**src/rtl/simd_mult_pkg.sv**
```systemverilog
// Shared types for the SIMD multiply-accumulate path: precision modes, sequencer states, lane count.
// Pure declarations, no timing or flow control of its own.
// Imported by the sequencer top.
package simd_mult_pkg;

    typedef enum logic [1:0] {
        MODE_INT8 = 2'd0,
        MODE_INT4 = 2'd1,
        MODE_INT2 = 2'd2,
        MODE_RSVD = 2'd3
    } mode_e;

    typedef enum logic [1:0] {
        ST_IDLE  = 2'd0,
        ST_RUN   = 2'd1,
        ST_DRAIN = 2'd2,
        ST_DONE  = 2'd3
    } state_e;

    localparam int MAX_LANES = 4;

    // Number of live accumulator lanes for a precision mode; 0 for the reserved encoding.
    function automatic logic [2:0] lane_count(input mode_e mode);
        case (mode)
            MODE_INT8: lane_count = 3'd1;
            MODE_INT4: lane_count = 3'd2;
            MODE_INT2: lane_count = 3'd4;
            default:   lane_count = 3'd0;
        endcase
    endfunction

endpackage

```
**src/rtl/eight_bit_multiplier.sv**
```systemverilog
// Unsigned 8x8 multiplier with packed INT4 (2 lanes) and INT2 (4 lanes) sub-products.
// Latency: purely combinational, zero cycles.
// Backpressure: none; outputs follow the operands.
module eight_bit_multiplier (
    input  logic [7:0]  a,
    input  logic [7:0]  b,
    output logic [15:0] result,
    output logic [7:0]  result_int4_0,
    output logic [7:0]  result_int4_1,
    output logic [3:0]  result_int2_0,
    output logic [3:0]  result_int2_1,
    output logic [3:0]  result_int2_2,
    output logic [3:0]  result_int2_3
);

    assign result        = {8'd0, a} * {8'd0, b};
    assign result_int4_0 = {4'd0, a[3:0]} * {4'd0, b[3:0]};
    assign result_int4_1 = {4'd0, a[7:4]} * {4'd0, b[7:4]};
    assign result_int2_0 = {2'd0, a[1:0]} * {2'd0, b[1:0]};
    assign result_int2_1 = {2'd0, a[3:2]} * {2'd0, b[3:2]};
    assign result_int2_2 = {2'd0, a[5:4]} * {2'd0, b[5:4]};
    assign result_int2_3 = {2'd0, a[7:6]} * {2'd0, b[7:6]};

endmodule

```
**src/rtl/simd_mac_sequencer.sv**
```systemverilog
// Job sequencer turning the SIMD multiplier into a lane-wise dot-product engine.
// Latency: last operand beat accepted at t -> out_valid at t+2; zero-length job -> out_valid at t+1.
// Backpressure: in_ready only in RUN; result held in DONE until out_ready.
module simd_mac_sequencer
    import simd_mult_pkg::*;
#(
    parameter int ACC_W = 24
) (
    input  logic                         CLK,
    input  logic                         nrst,
    input  logic                         cfg_start,
    input  logic [1:0]                   cfg_mode,
    input  logic [7:0]                   cfg_len,
    input  logic                         in_valid,
    output logic                         in_ready,
    input  logic [7:0]                   in_a,
    input  logic [7:0]                   in_b,
    output logic                         out_valid,
    input  logic                         out_ready,
    output logic [MAX_LANES*ACC_W-1:0]   out_acc,
    output logic                         out_ovf,
    output logic                         busy,
    output logic                         cfg_err
);

    state_e             state;
    mode_e              mode_q;
    logic [7:0]         beats_left;
    logic               s1_vld;
    logic [7:0]         s1_a;
    logic [7:0]         s1_b;
    logic [ACC_W-1:0]   acc [MAX_LANES];
    logic               ovf_q;
    logic               cfg_err_q;

    logic [15:0]        mul_result;
    logic [7:0]         mul_int4 [2];
    logic [3:0]         mul_int2 [4];
    logic [ACC_W-1:0]   lane_prod [MAX_LANES];
    logic [ACC_W:0]     lane_sum [MAX_LANES];
    logic               wrap_any;

    logic               start_ok;
    logic               start_bad;
    logic               beat_acc;

    assign start_ok  = (state == ST_IDLE) && cfg_start && (mode_e'(cfg_mode) != MODE_RSVD);
    assign start_bad = (state == ST_IDLE) && cfg_start && (mode_e'(cfg_mode) == MODE_RSVD);
    assign beat_acc  = in_valid && in_ready;

    assign in_ready  = (state == ST_RUN);
    assign out_valid = (state == ST_DONE);
    assign busy      = (state != ST_IDLE);
    assign out_ovf   = ovf_q;
    assign cfg_err   = cfg_err_q;

    eight_bit_multiplier u_mult (
        .a             (s1_a),
        .b             (s1_b),
        .result        (mul_result),
        .result_int4_0 (mul_int4[0]),
        .result_int4_1 (mul_int4[1]),
        .result_int2_0 (mul_int2[0]),
        .result_int2_1 (mul_int2[1]),
        .result_int2_2 (mul_int2[2]),
        .result_int2_3 (mul_int2[3])
    );

    // Route multiplier outputs to lanes by the latched mode, zero-extended to ACC_W.
    always_comb begin
        for (int k = 0; k < MAX_LANES; k++) begin
            lane_prod[k] = '0;
        end
        case (mode_q)
            MODE_INT8: lane_prod[0] = ACC_W'(mul_result);
            MODE_INT4: begin
                lane_prod[0] = ACC_W'(mul_int4[0]);
                lane_prod[1] = ACC_W'(mul_int4[1]);
            end
            MODE_INT2: begin
                for (int k = 0; k < MAX_LANES; k++) begin
                    lane_prod[k] = ACC_W'(mul_int2[k]);
                end
            end
            default: ;
        endcase
    end

    // One extra bit per lane captures the carry that signals a wrap.
    always_comb begin
        wrap_any = 1'b0;
        for (int k = 0; k < MAX_LANES; k++) begin
            lane_sum[k] = {1'b0, acc[k]} + {1'b0, lane_prod[k]};
            wrap_any    = wrap_any | lane_sum[k][ACC_W];
        end
    end

    for (genvar k = 0; k < MAX_LANES; k++) begin : g_out
        localparam logic [2:0] LANE_IDX = 3'(k);
        assign out_acc[k*ACC_W +: ACC_W] = (LANE_IDX < lane_count(mode_q)) ? acc[k] : '0;
    end

    always_ff @(posedge CLK or negedge nrst) begin
        if (!nrst) begin
            state      <= ST_IDLE;
            mode_q     <= MODE_INT8;
            beats_left <= '0;
            s1_vld     <= 1'b0;
            s1_a       <= '0;
            s1_b       <= '0;
            cfg_err_q  <= 1'b0;
        end else begin
            cfg_err_q <= start_bad;
            s1_vld    <= beat_acc;
            if (beat_acc) begin
                s1_a <= in_a;
                s1_b <= in_b;
            end
            case (state)
                ST_IDLE: begin
                    if (start_ok) begin
                        mode_q     <= mode_e'(cfg_mode);
                        beats_left <= cfg_len;
                        state      <= (cfg_len == 8'd0) ? ST_DONE : ST_RUN;
                    end
                end
                ST_RUN: begin
                    if (beat_acc) begin
                        beats_left <= beats_left - 8'd1;
                        if (beats_left == 8'd1) begin
                            state <= ST_DRAIN;
                        end
                    end
                end
                ST_DRAIN: begin
                    // The last beat is in stage 1 now; its add lands on this edge.
                    if (s1_vld) begin
                        state <= ST_DONE;
                    end
                end
                ST_DONE: begin
                    if (out_ready) begin
                        state <= ST_IDLE;
                    end
                end
                default: state <= ST_IDLE;
            endcase
        end
    end

    always_ff @(posedge CLK or negedge nrst) begin
        if (!nrst) begin
            for (int k = 0; k < MAX_LANES; k++) begin
                acc[k] <= '0;
            end
            ovf_q <= 1'b0;
        end else if (start_ok) begin
            for (int k = 0; k < MAX_LANES; k++) begin
                acc[k] <= '0;
            end
            ovf_q <= 1'b0;
        end else if (s1_vld) begin
            for (int k = 0; k < MAX_LANES; k++) begin
                acc[k] <= lane_sum[k][ACC_W-1:0];
            end
            if (wrap_any) begin
                ovf_q <= 1'b1;
            end
        end
    end

endmodule

```
**config.mk**
```make
export PLATFORM = sky130hd
export DESIGN_NAME = simd_mac_sequencer
export DESIGN_NICKNAME = d
export VERILOG_FILES = /design/src/rtl/simd_mult_pkg.sv /design/src/rtl/eight_bit_multiplier.sv /design/src/rtl/simd_mac_sequencer.sv
export SDC_FILE = /design/constraint.sdc
export NUM_CORES = 1
export LEC_CHECK = 0
export BUFFER_PORTS_ARGS = -buffer_cell sky130_fd_sc_hd__clkbuf_2
export CORE_MARGIN = 2
export CORE_UTILIZATION = 66
export CTS_BUF_LIST = sky130_fd_sc_hd__clkbuf_4
export DETAILED_ROUTE_END_ITERATION = 8
export GPL_TIMING_DRIVEN = 0
export PLACE_DENSITY_LB_ADDON = 0.12
export SYNTH_ARGS = -nofsm -noshare
export SYNTH_HDL_FRONTEND = slang
export SYNTH_SLANG_ARGS = --single-unit
```
**constraint.sdc**
```tcl
create_clock -name CLK -period 11.2 [get_ports CLK]
set_clock_uncertainty 0.15 [all_clocks]
set_input_delay 2.24 -clock CLK [delete_from_list [all_inputs] [get_ports CLK]]
set_output_delay 2.24 -clock CLK [all_outputs]
set_load 0.05 [all_outputs]
```
# After elaboration in Yosys (flattened, before gate mapping)
# Cells that the tools add are included.
# totals
reg_bits,127
output_inout_bits,101
elab_cells,82
# op_classes
addsub,5
n_mul,7
order_cmp,4
n_eq_ne,13
n_mux,23
bitwise_logic,3
n_reduce_logical,15
# op_table
operator,n
96-bit 2-to-1 mux,2
24-bit 2-to-1 mux,4
24-bit by 24-bit adder with 25-bit output,3
16-bit case mux with 3 select lines,1
8-bit case mux with 2 select lines,2
28-bit 2-to-1 mux,1
24-bit by 4-bit adder with 25-bit output,1
2-bit by 2-bit multiplier with 4-bit output,4
4-bit by 4-bit multiplier with 8-bit output,2
8-bit by 8-bit multiplier with 16-bit output,1
8-bit 2-to-1 mux,2
2-bit 2-to-1 mux,6
3-bit case mux with 3 select lines,1
"2-bit equality test, second input constant",4
"8-bit by 1-bit equality test with 1-bit output, second input constant",1
8-bit logical NOT,1
2-bit case mux with 4 select lines,1
2-bit nonzero test,4
"8-bit by 1-bit subtractor with 8-bit output, second input constant",1
"1-bit by 3-bit < comparator with 1-bit output, first input constant",2
"2-bit by 3-bit < comparator with 1-bit output, first input constant",2
"2-bit by 1-bit inequality test with 1-bit output, second input constant",3
"2-bit inequality test, second input constant",3
5-bit AND reduction,1
other kinds (7),17

# Depth between registers and ports, before layout
# logic_depth
word_depth,9
mapped_depth,23

# Modules after synthesis
# From an unflattened synthesis, not the netlist that was laid out.
# unflattened
hier_cells,1232
hier_area_um2,10999.3
# modules_own_cells
mod,instances,cells_each,area_per_inst_um2,seq_area_each_um2
simd_mac_sequencer,1,927,8259.2,3178.0
eight_bit_multiplier,1,305,2740.1,0.0

# Least setup slack after synthesis
# OpenSTA, ideal clock, no wires.
# synth_timing
path_kind,register to register
startpoint,register s1_b[4]
endpoint,register acc[94] (netlist name)
arrival_ps,5447
required_ps,10972
path_slack_ps,5525
stages_incl_launch_ff,22
path_buffers,1
period_less_slack_ps,5675
cell_sequence,dfrtp_1 and2_1 fa_1 fa_1 inv_1 fa_1 fa_1 inv_1 ha_1 o21ai_0 o21ai_0 a31oi_1 xor2_1 nor2_1 ha_1 clkbuf_1 a211oi_1 o21ai_0 a221oi_2 o21ai_1 a31o_2 a21oi_1
# synth_via
elab_chain_len,5
# synth_rtl
item,line_no,source
"start, declared",simd_mac_sequencer.sv:31,logic [7:0] s1_b;
"start signal, assigned",simd_mac_sequencer.sv:117,s1_b <= in_b;
8-bit by 8-bit multiplier with 16-bit output,eight_bit_multiplier.sv:16,"assign result = {8'd0, a} * {8'd0, b};"
16-bit case mux with 3 select lines,simd_mac_sequencer.sv:74,case (mode_q)
24-bit by 24-bit adder with 25-bit output,simd_mac_sequencer.sv:93,"lane_sum[k] = {1'b0, acc[k]} + {1'b0, lane_prod[k]};"
96-bit 2-to-1 mux,simd_mac_sequencer.sv:162,end else if (s1_vld) begin
96-bit 2-to-1 mux,simd_mac_sequencer.sv:157,end else if (start_ok) begin
"end signal, assigned by index",simd_mac_sequencer.sv:164,acc[k] <= lane_sum[k][ACC_W-1:0];
"end, declared",simd_mac_sequencer.sv:32,logic [ACC_W-1:0] acc [MAX_LANES];
# No other way between the ends. The select of a mux whose other input is x is not followed.
# A chain may end at the register's enable or synchronous reset.

# Worst setup path after layout
# Ends and elaborated chain as after synthesis.

==> results.py <==
metrics = {
    "die": {
        "io_pins": 132,
        "die_w_um": 133,
        "core_mm2": 0.0164,
        "start_util": 0.670,
        "num_rows": 47,
        "die-area_mm2": 0.0177,
        "die_h_um": 133,
    },
    "cells_and_area": {
        "area_growth_pct": 11.0,
        "layout.nets": 1577,
        "design_area_mm2": 0.0122,
        "fillers": 1294,
        "drive_gt1_frac": 0.130,
    },
    "drt": {
        "first_pass_iters": 6,
        "routed_wl_um": 27900,
        "wl_per_cell_um": 17.1,
        "drtIter0Drc": 761,
        "ant_nets": 0,
        "drc_errors": 0,
        "routed_via_density": 5.81,
        "via_count": 9495,
    },
    "clocking": {
        "cts_buffer_depth": 2,
        "postCtsHoldBufs": 0,
        "cts_resized": 0,
        "cts_buffers": 17,
        "numClockSinks": 127,
        "root_buffer": "clkbuf_4",
        "cts.htree.levels": 4,
        "cts_tree": "done",
        "clock_latency_ns": 0.57,
        "path_clk_slew_ns": 0.12,
        "post_cts_buffers": 0,
    },
    "sta": {
        "setup_viol_count_final": 0,
        "hold_viol": 0,
        "slew_headroom": 0.427,
        "min_period_ns": 6.65,
        "fin_crit_sh": 0.594,
        "tightestPinTransition_ns": 0.859,
        "max_freq_ghz": 0.150,
        "drv_slew": 0,
        "finalSetupTns_ns": 0,
        "rsz0062_at_grt": "no",
    },
    "synth": {
        "synth_top_cell_area_share": 0.289,
        "ys_warn_count": 0,
        "synth_area_leaders": "dfrtp_1 (29%), ha_1 (11%), fa_1 (8.6%)",
        "synthTopCellsByCount": "and2_1 (139), dfrtp_1 (127), nor2_1 (125)",
        "ys_types": 63,
        "synth_ff_type": "dfrtp_1",
        "netlist_instances": 1248,
        "synth_edf_count": 0,
        "synth_nets": 1426,
        "syn_area_per_cell_um2": 8.80,
        "async_flop_share": 1.00,
        "synth_seq_cells": 127,
        "yosysTopAreaCell": "dfrtp_1",
        "ys_seq_area_frac": 0.289,
        "synthesis.area_mm2": 0.0110,
        "synth_most_common_cell": "and2_1",
    },
    "global_route": {
        "grt_pass1_vias": 9231,
        "overflow": 0,
        "grt_max_degree": 100,
        "grt_antenna_before_repair": 1,
        "grt_pass1_wl_um": 45200,
        "grt_usage": 0.321,
    },
    "critical_path": {
        "crit_slowest_cell": "dfrtp_1",
        "max_stage_delay_ns": 0.55,
        "start_kind": "register",
        "crit_path_cell_trace": "and2_1 -> fa_1 -> fa_1 -> inv_1 -> fa_1 -> fa_1 -> inv_1 -> ha_1 -> o21ai_0 -> o21ai_0 -> a31oi_1 -> xor2_1 -> nor2_1 -> ha_1 -> clkbuf_1 -> a211oi_1 -> o21ai_0 -> a221oi_2 -> o21ai_1 -> a31o_2 -> a21oi_1",
        "end_kind": "register",
        "crit_fanout": 10,
        "critPathKind": "reg2reg",
        "critPathArrivalTime_ns": 7.00,
        "crit_top_cell": "fa_1",
        "cp.required_ns": 11.54,
    },
    "place": {
        "port_buffers": 131,
        "routabilityCongestion": 0.928,
        "dp_hpwl_um": 21500,
        "post_dp_cell_area_mm2": 0.0120,
    },
    "hold_path": {
        "hold_path.class": "reg2reg",
    },
    "outcome": {
        "status": "finished, final reports clean",
    },
    "flow_run": {
        "maxCapViolCount": 0,
    },
}
-- kinds of logic (layout without fill, tap and decap cells) --
logic type	after synthesis	count (layout)	share of synthesized area
compound gates	204	204	0.118
xor+xnor	78	78	0.0622
buf+inv	133	297	0.0456
fa+ha+maj	147	147	0.200
flops	127	127	0.289
mux	39	39	0.0374
other cells	0	1	0
simple gates	520	520	0.249
-- cell usage in the layout (no fill, tap or decap), drive strengths merged, types with 47 or more instances in the layout --
cell,instances
clkbuf,186
a21oi,61
fa,47
nor2,125
dfrtp,127
inv,93
and2,139
ha,100
nand2,82
o21ai,50
-- metal layers --
layer,global-route usage,up-vias,wire [um]
met5,0,-,0
met4,0.111,0,692
met3,0.0483,56,1620
met2,0.543,323,13600
met1,0.423,4542,11900
li1,-,4574,-
-- critical path, delay by kind of cell, from the launching register on --
kind                       cells  cell delay (ns)
AOI/OAI and AO/OA              9             2.40
and+or+nand+nor                2             0.36
xor gates and xnor gates       1             0.24
adders and majority gates      6             2.62
DFF                            1             0.55
buffers and inverters          3             0.27
-- final timing paths --
check,from,end,slack [ns],depth (start not counted)
hold reg to reg,acc[75],acc[75],0.42,2
hold / removal,acc[75],acc[75],0.42,2
min in group asynchronous,nrst,acc[84],1.39,1
max in group asynchronous,nrst,s1_a[5],8.70,2
setup reg to reg,s1_b[4],acc[94],4.55,21
setup / recovery,s1_b[4],acc[94],4.55,21
-- sequential cells by signal, summed over array words and instances (netlist names) --
signal / count
acc: 96
beats_left: 8
cfg_err: 1
mode_q: 2
out_ovf: 1
s1_a: 8
s1_b: 8
s1_vld: 1
state: 2
-- cell type report --
class,instances,area (um2),share of cell area
timing repair buffer,132,692,0.0568
tap,220,275,0.0226
clock buffer,18,135,0.0111
sequential,127,3180,0.261
antenna,1,2.50,0.000205
clock inverter,14,100,0.00821
buffer,41,155,0.0127
inverter,92,345,0.0283
multi-input combinational,988,7310,0.599
-- stage by stage --
stage	cells	util	hold WS (ns)	setup slack (ns)
after CTS	1632	0.743	0.409	4.63
final	1633	0.743	0.415	4.55
after global routing	1633	0.743	0.442	4.13
after global placement	1599	0.726	0.376	4.75
after floorplan	1248	-	0.341	5.52
after detailed placement	1600	0.729	0.389	4.62
Power is left out: the tool's default activity adds up to more than one toggle a clock period on the data nets, which glitch-free logic cannot reach.
